## src/rtl/alu_share_arbiter.sv

```systemverilog
// -----------------------------------------------------------------------------
// alu_share_arbiter
//
// Shares one 8-bit ALU (FWD/ADD/AND/OR behind a 3-bit select) between two
// requesters. One request is granted at a time with round-robin priority. The
// winner's operands and select are registered into the ALU. They are held for
// SETTLE_CYCLES clocks so the ALU's combinational paths can resolve. The
// result is then captured and returned as a one-cycle response pulse to the
// granted requester. Illegal selects (op[2]=1) never reach the ALU. They are
// answered one cycle after accept with rsp_err set.
//
// Ports
//   clk          in   rising-edge clock
//   reset_n      in   asynchronous active-low reset
//   req_valid    in   [1:0] request valid, bit i = requester i
//   req_ready    out  [1:0] request accept, bit i = requester i
//   req_op0/1    in   [2:0] ALU select per requester (1xx illegal)
//   req_a0/b0    in   [DATA_W-1:0] operands of requester 0
//   req_a1/b1    in   [DATA_W-1:0] operands of requester 1
//   alu_data1/2  out  [DATA_W-1:0] registered ALU operands
//   alu_select   out  [2:0] registered ALU select
//   alu_result   in   [DATA_W-1:0] combinational ALU result
//   rsp_valid    out  [1:0] one-cycle response pulse, bit i = requester i
//   rsp_result   out  [DATA_W-1:0] captured result, holds after the pulse
//   rsp_err      out  high with rsp_valid when the op was illegal
// -----------------------------------------------------------------------------
module alu_share_arbiter #(
    parameter int unsigned SETTLE_CYCLES = 2,
    parameter int unsigned DATA_W        = 8
) (
    input  logic              clk,
    input  logic              reset_n,
    input  logic [1:0]        req_valid,
    output logic [1:0]        req_ready,
    input  logic [2:0]        req_op0,
    input  logic [2:0]        req_op1,
    input  logic [DATA_W-1:0] req_a0,
    input  logic [DATA_W-1:0] req_b0,
    input  logic [DATA_W-1:0] req_a1,
    input  logic [DATA_W-1:0] req_b1,
    output logic [DATA_W-1:0] alu_data1,
    output logic [DATA_W-1:0] alu_data2,
    output logic [2:0]        alu_select,
    input  logic [DATA_W-1:0] alu_result,
    output logic [1:0]        rsp_valid,
    output logic [DATA_W-1:0] rsp_result,
    output logic              rsp_err
);

    localparam logic [1:0] ST_IDLE = 2'd0;
    localparam logic [1:0] ST_WAIT = 2'd1;
    localparam logic [1:0] ST_DONE = 2'd2;

    // Counter preset so that it reads zero on the SETTLE_CYCLES-th edge after accept.
    localparam logic [3:0] CNT_INIT = 4'(SETTLE_CYCLES - 1);

    logic [1:0]        state;
    logic [3:0]        cnt;
    logic              ptr;     // requester favoured when both are valid
    logic              owner;   // requester currently being served

    logic              gnt_any;
    logic              gnt_idx;
    logic [2:0]        gnt_op;
    logic [DATA_W-1:0] gnt_a;
    logic [DATA_W-1:0] gnt_b;

    // Grant selection (combinational, only meaningful in IDLE)
    always_comb begin
        gnt_any = |req_valid;
        if (&req_valid) begin
            gnt_idx = ptr;
        end else begin
            gnt_idx = req_valid[1];
        end
        gnt_op = gnt_idx ? req_op1 : req_op0;
        gnt_a  = gnt_idx ? req_a1  : req_a0;
        gnt_b  = gnt_idx ? req_b1  : req_b0;
    end

    // Ready is also forced low while reset is held so every output reads zero.
    always_comb begin
        req_ready = 2'b00;
        if (reset_n && (state == ST_IDLE) && gnt_any) begin
            req_ready = gnt_idx ? 2'b10 : 2'b01;
        end
    end

    // Arbitration FSM, ALU operand registers and response capture
    always_ff @(posedge clk or negedge reset_n) begin
        if (!reset_n) begin
            state      <= ST_IDLE;
            cnt        <= 4'd0;
            ptr        <= 1'b0;
            owner      <= 1'b0;
            alu_data1  <= '0;
            alu_data2  <= '0;
            alu_select <= 3'b000;
            rsp_valid  <= 2'b00;
            rsp_result <= '0;
            rsp_err    <= 1'b0;
        end else begin
            case (state)
                ST_IDLE: begin
                    if (gnt_any) begin
                        ptr   <= ~gnt_idx;
                        owner <= gnt_idx;
                        if (gnt_op[2]) begin
                            // Illegal select: answer at once, leave the ALU untouched.
                            state      <= ST_DONE;
                            rsp_valid  <= gnt_idx ? 2'b10 : 2'b01;
                            rsp_result <= '0;
                            rsp_err    <= 1'b1;
                        end else begin
                            state      <= ST_WAIT;
                            cnt        <= CNT_INIT;
                            alu_data1  <= gnt_a;
                            alu_data2  <= gnt_b;
                            alu_select <= gnt_op;
                        end
                    end
                end
                ST_WAIT: begin
                    if (cnt == 4'd0) begin
                        state      <= ST_DONE;
                        rsp_valid  <= owner ? 2'b10 : 2'b01;
                        rsp_result <= alu_result;
                        rsp_err    <= 1'b0;
                    end else begin
                        cnt <= cnt - 4'd1;
                    end
                end
                ST_DONE: begin
                    state     <= ST_IDLE;
                    rsp_valid <= 2'b00;
                    rsp_err   <= 1'b0;
                end
                default: begin
                    state     <= ST_IDLE;
                    rsp_valid <= 2'b00;
                    rsp_err   <= 1'b0;
                end
            endcase
        end
    end

endmodule
```

## config.mk

```make
export PLATFORM = sky130hd
export DESIGN_NAME = alu_share_arbiter
export DESIGN_NICKNAME = d
export VERILOG_FILES = /design/src/rtl/alu_share_arbiter.sv
export SDC_FILE = /design/constraint.sdc
export NUM_CORES = 1
export LEC_CHECK = 0
export CORE_UTILIZATION = 45
export CTS_BUF_LIST = sky130_fd_sc_hd__clkbuf_16
export CTS_CLUSTER_SIZE = 12
export DETAILED_ROUTE_END_ITERATION = 7
export HOLD_SLACK_MARGIN = 0.15
export PLACE_DENSITY = 0.85
export SYNTH_ARGS = -nofsm -noshare
export SYNTH_HDL_FRONTEND = slang
export SYNTH_SLANG_ARGS = --single-unit
```

## constraint.sdc

```tcl
create_clock -name clk -period 2.65 [get_ports clk]
set_input_delay 0.53 -clock clk [delete_from_list [all_inputs] [get_ports clk]]
set_output_delay 0.53 -clock clk [all_outputs]
set_load 0.1 [all_outputs]
```

==> reports/results.tsv, run 1 <==
metric	value	unit
status	complete, no violations	
ctsHtreeMaxLevel	2	
cts_root_buf	clkbuf_16	
wire_per_inst	16.5	um
ys_ff_latch	37	
path_class	in2out	
maxCapViolations	0	
synth_area_per_cell	12.3	um2
cts_sinks	37	
vias_per_cell	5.62	
drc	0	
layout-drive-gt1-share	27.3	%
final_nets	282	
final_common_cell	clkdlybuf4s50_1	
place_congestion	0.875	
antenna_cells	0	
clock_path_buffers	2	
netlist.top_cell.by_area	dfrtp_1	
report.final.slew_viol_count	0	
required	2120	ps
hold_class	reg2reg	
rows	22	
relSlewSlack	30.0	%
fin_crit_sh	93.3	%
first_pass_iters	4	
nFillCells	279	
setup_tns	0	ps
setup_ws	178	ps
clk_latency	280	ps
synth_top_area_share	50.2	%
cts_tree	done	
grt_usage	23.8	%
io_pins	82	
cts_resized	0	
cp_max_fo	5	
grt_pass1_vias	1562	
dp_hpwl	3250	um
grt_max_degree	37	
overflow	0	
yosysWarnings	0	
synthesis.instances	150	
die_w	66.0	um
cts_buffers	5	
place_ws	178	ps
crit_path_start_kind	primary input	
port_buffers	80	
ys_top_cells_by_area	dfrtp_1 (50%), a2bb2oi_2 (15%), o22ai_1 (6.4%)	
ys_seq_area_share	50.2	%
grt_pass1_wl	7700	um
cp-end-kind	primary output	
setup_viol	0	
hold_viol_final	0	
final_cell_mix	clkdlybuf4s50_1 (48), dfrtp_1 (37), buf_4 (30)	
core	3800	um2
syn_area	1840	um2
synth_cell_types	36	
die-area	4360	um2
initial_utilization	48.5	%
antenna_found_initial	0	
areaGrowthSynthToFinish	51.1	%
vias	1567	
fmaxAchievable	405	MHz
drt-total-wl	4600	um
rsz0062_at_grt	no	
period_needed	2470	ps
arrival	1940	ps
postLayoutCoreUtil	73.3	%
syn_nets	202	
clk_pin_slew	50	ps
worst_hold_slack	498	ps
die_h	66.0	um
initialDrtViolationCount	103	
worst_slew_pin_slew	1050	ps
ant_nets	0	
finClkSkew	3.44	ps
Yosys cell counts:
cell type and n:
a2111oi_4 1, a21boi_0 1, a21oi_1 3, a221o_1 1
a22o_1 10, a22oi_1 1, a2bb2oi_2 18, a31oi_1 1
and2_1 2, and2_4 1, and3_1 2, buf_2 1
buf_4 2, buf_6 2, clkbuf_1 5, conb_1 1
dfrtp_1 37, ha_1 2, inv_1 4, nand2_1 8
nand2b_1 5, nand2b_4 1, nand3_1 1, nand3b_1 2
nor2_1 3, nor2b_1 5, nor3_4 1, o21a_1 1
o21ai_0 2, o221ai_1 2, o22a_1 1, o22ai_1 19
o31ai_1 1, or3_1 1, or3b_2 1, or4_1 1
critical path, cell delays in order:
cell	delay [ps]
clkdlybuf4s50_1	590
a21boi_0	380
and3_1	260
buf_12	180
registers in the layout, summed over array words and instances (netlist names):
name        cells
owner           1
alu_data1       8
rsp_err         1
alu_data2       8
rsp_result      8
state           2
ptr             1
cnt             4
rsp_valid       2
alu_select      2
layer usage:
metal  vias to the layer above  part of all wire (%)  wire, um  GRT usage, %
met4                         0                   2.2        99          9.84
met2                        56                    50      2280          36.2
met1                       765                    43      1970          32.0
met5                         -                     0         0             0
li1                        735                     -         -             -
met3                        11                   5.5       254          6.38
path summary, 6_finish.rpt:
path | to | cells past startpoint | slack [ps] | startpoint
hold / removal | rsp_result[4] | 1 | 500 | rsp_result[4]
min in group asynchronous | rsp_result[3] | 2 | 620 | reset_n
hold reg to reg | rsp_result[4] | 1 | 500 | rsp_result[4]
max in group asynchronous | rsp_valid[0] | 3 | 1410 | reset_n
setup reg to reg | rsp_result[1] | 6 | 720 | cnt[0]
setup / recovery | req_ready[0] | 4 | 180 | req_valid[0]
cell families after synthesis:
logic type / Yosys count / share of synthesized area, %
AOI/OAI and AO/OA: 62 / 32.7
other: 1 / 0.203
and+or+nand+nor: 34 / 11.4
DFF: 37 / 50.2
buffers and inverters: 14 / 4.14
adders and majority gates: 2 / 1.36
final cells by class:
class,count,area [um2],share of cell area (%)
Clock buffer,5,125,4.49
Clock inverter,3,37.5,1.35
Inverter,4,15.0,0.539
Multi-Input combinational cell,99,841,30.2
Sequential cell,37,926,33.2
Tap cell,48,60.1,2.16
Timing Repair Buffer,83,781,28.0
what timing repair did:
action                                 CTS  global route
endpoints found under the hold margin    1             0
buffers inserted                         0             0
hold buffers                             1             0
stage by stage:
step,cell area [um2],instances
after global placement,2610,270
after floorplan,1840,150
after CTS,2790,279
final,2790,279
after global routing,2790,279
after detailed placement,2610,270
Power of run 1 is left out: the tool's default activity adds up to more than one toggle a clock period on the data nets, which glitch-free logic cannot reach.
==> inputs of run 2 (changes only) <==
--- a/config.mk
+++ b/config.mk
@@ -5,8 +5,9 @@
 export SDC_FILE = /design/constraint.sdc
 export NUM_CORES = 1
 export LEC_CHECK = 0
+export CORE_ASPECT_RATIO = 1.25
 export CORE_UTILIZATION = 45
-export CTS_BUF_LIST = sky130_fd_sc_hd__clkbuf_16
+export CTS_BUF_LIST = sky130_fd_sc_hd__clkbuf_8
 export CTS_CLUSTER_SIZE = 12
 export DETAILED_ROUTE_END_ITERATION = 7
 export HOLD_SLACK_MARGIN = 0.15
==> reports/results.tsv, run 2 (synthesized netlist as in run 1, its figures left out) <==
metric	value	unit
grt_usage	23.3	%
place_congestion	0.818	
die_w	59.2	um
dp_hpwl	3350	um
grt_max_degree	38	
overflow	0	
postLayoutCellArea	2760	um2
required	2120	ps
report.final.slew_viol_count	0	
r2r_slack	740	ps
hold_viol_final	0	
placed_area	2640	um2
final_nets	283	
fmaxAchievable	404	MHz
cts_tree	done	
finClkSkew	10.6	ps
initialDrtViolationCount	62	
rsz0062_at_grt	no	
io_pins	82	
wire_per_inst	16.2	um
vias_per_cell	5.62	
areaGrowthSynthToFinish	49.5	%
clock_path_buffers	2	
cts_resized	0	
rows	25	
final_common_cell	clkdlybuf4s50_1	
clk_pin_slew	80	ps
cp_max_fo	21	
status	complete, no violations	
drt-total-wl	4620	um
cp-end-kind	primary output	
cts_buffers	5	
initial_utilization	47.9	%
worst_slew_pin_slew	1020	ps
layout-drive-gt1-share	28.9	%
ant_nets	0	
crit_chain	clkdlybuf4s50_1 > nand2b_4 > and2_4 > and3_1 > buf_12	
hold_class	in2async	
cp_top_family	simple AND/OR/NAND/NOR gates	
grt_pass1_vias	1602	
cts_root_buf	clkbuf_8	
fin_crit_sh	93.5	%
antenna_found_initial	0	
maxCapViolations	0	
arrival	1950	ps
drc	0	
setup_ws	172	ps
final_cell_mix	clkdlybuf4s50_1 (48), dfrtp_1 (37), buf_4 (32)	
ctsHtreeMaxLevel	2	
rr_worst_depth	6	
setup_viol	0	
placed_cells	278	
path_class	in2out	
place_ws	174	ps
grt_pass1_wl	7460	um
first_pass_iters	4	
top_regs	alu_data1: 8 flops, alu_data2: 8 flops, rsp_result: 8 flops	
slowest_stage	clkdlybuf4s50_1	
core	3850	um2
slowest_delay	510	ps
instances_no_fill	286	
crit_path_start_kind	primary input	
relSlewSlack	31.8	%
antenna_cells	0	
setup_tns	0	ps
crit_buf_inv	2	
cts_setup_buffers	0	
cp.depth	5	
die-area	4360	um2
period_needed	2480	ps
port_buffers	80	
clk_latency	300	ps
cts_sinks	37	
die_h	73.6	um
postCtsHoldBufs	0	
vias	1606	
## run 2: changes by cell type in the layout (fill, tap and decap cells not counted), sizes merged
cell | before | now
buf | 34 | 36
clkbuf | 5 | 6
clkinv | 1 | 0
clkinvlp | 0 | 1
dlygate4sd3 | 1 | 0
inv | 5 | 4
## run 2: stage by stage
step	util, %	hold WS (ps)
finish	71.6	355
global route	71.6	379
CTS	71.6	359
detailed placement	68.5	488
global placement	68.5	487
floorplan	-	234
## run 2: worst reg2reg max path, cell delays in order, from the launching register on
cell and delay [ps]:
dfrtp_1 390, inv_1 110, ha_1 170, or3b_2 470, a21oi_1 190, and2_1 320, a22o_1 210
## run 2: layer usage
layer	routed length, um	track usage [%]	vias up
met5	0	0	-
met4	117	11.9	0
met3	308	7.75	11
met2	2400	40.2	69
met1	1800	24.8	794
li1	-	-	732
## run 2: layout make-up
type,instances,area (um2)
clock buffers,6,82.6
clock inverters,2,37.5
fillers,290,1090
inverters,4,15.0
multi-input cells,99,841
flip-flops and latches,37,926
well taps,54,67.6
repair buffers,84,786
## run 2: final timing paths
check,start,to
min in group clk,rsp_err,rsp_err
worst max-delay path,req_valid[0],req_ready[1]
worst min register to register,rsp_err,rsp_err
max in group asynchronous,reset_n,rsp_valid[0]
worst min-delay path,reset_n,state[1]
worst max register to register,cnt[0],rsp_result[5]
Power of run 2 is left out for the same reason.
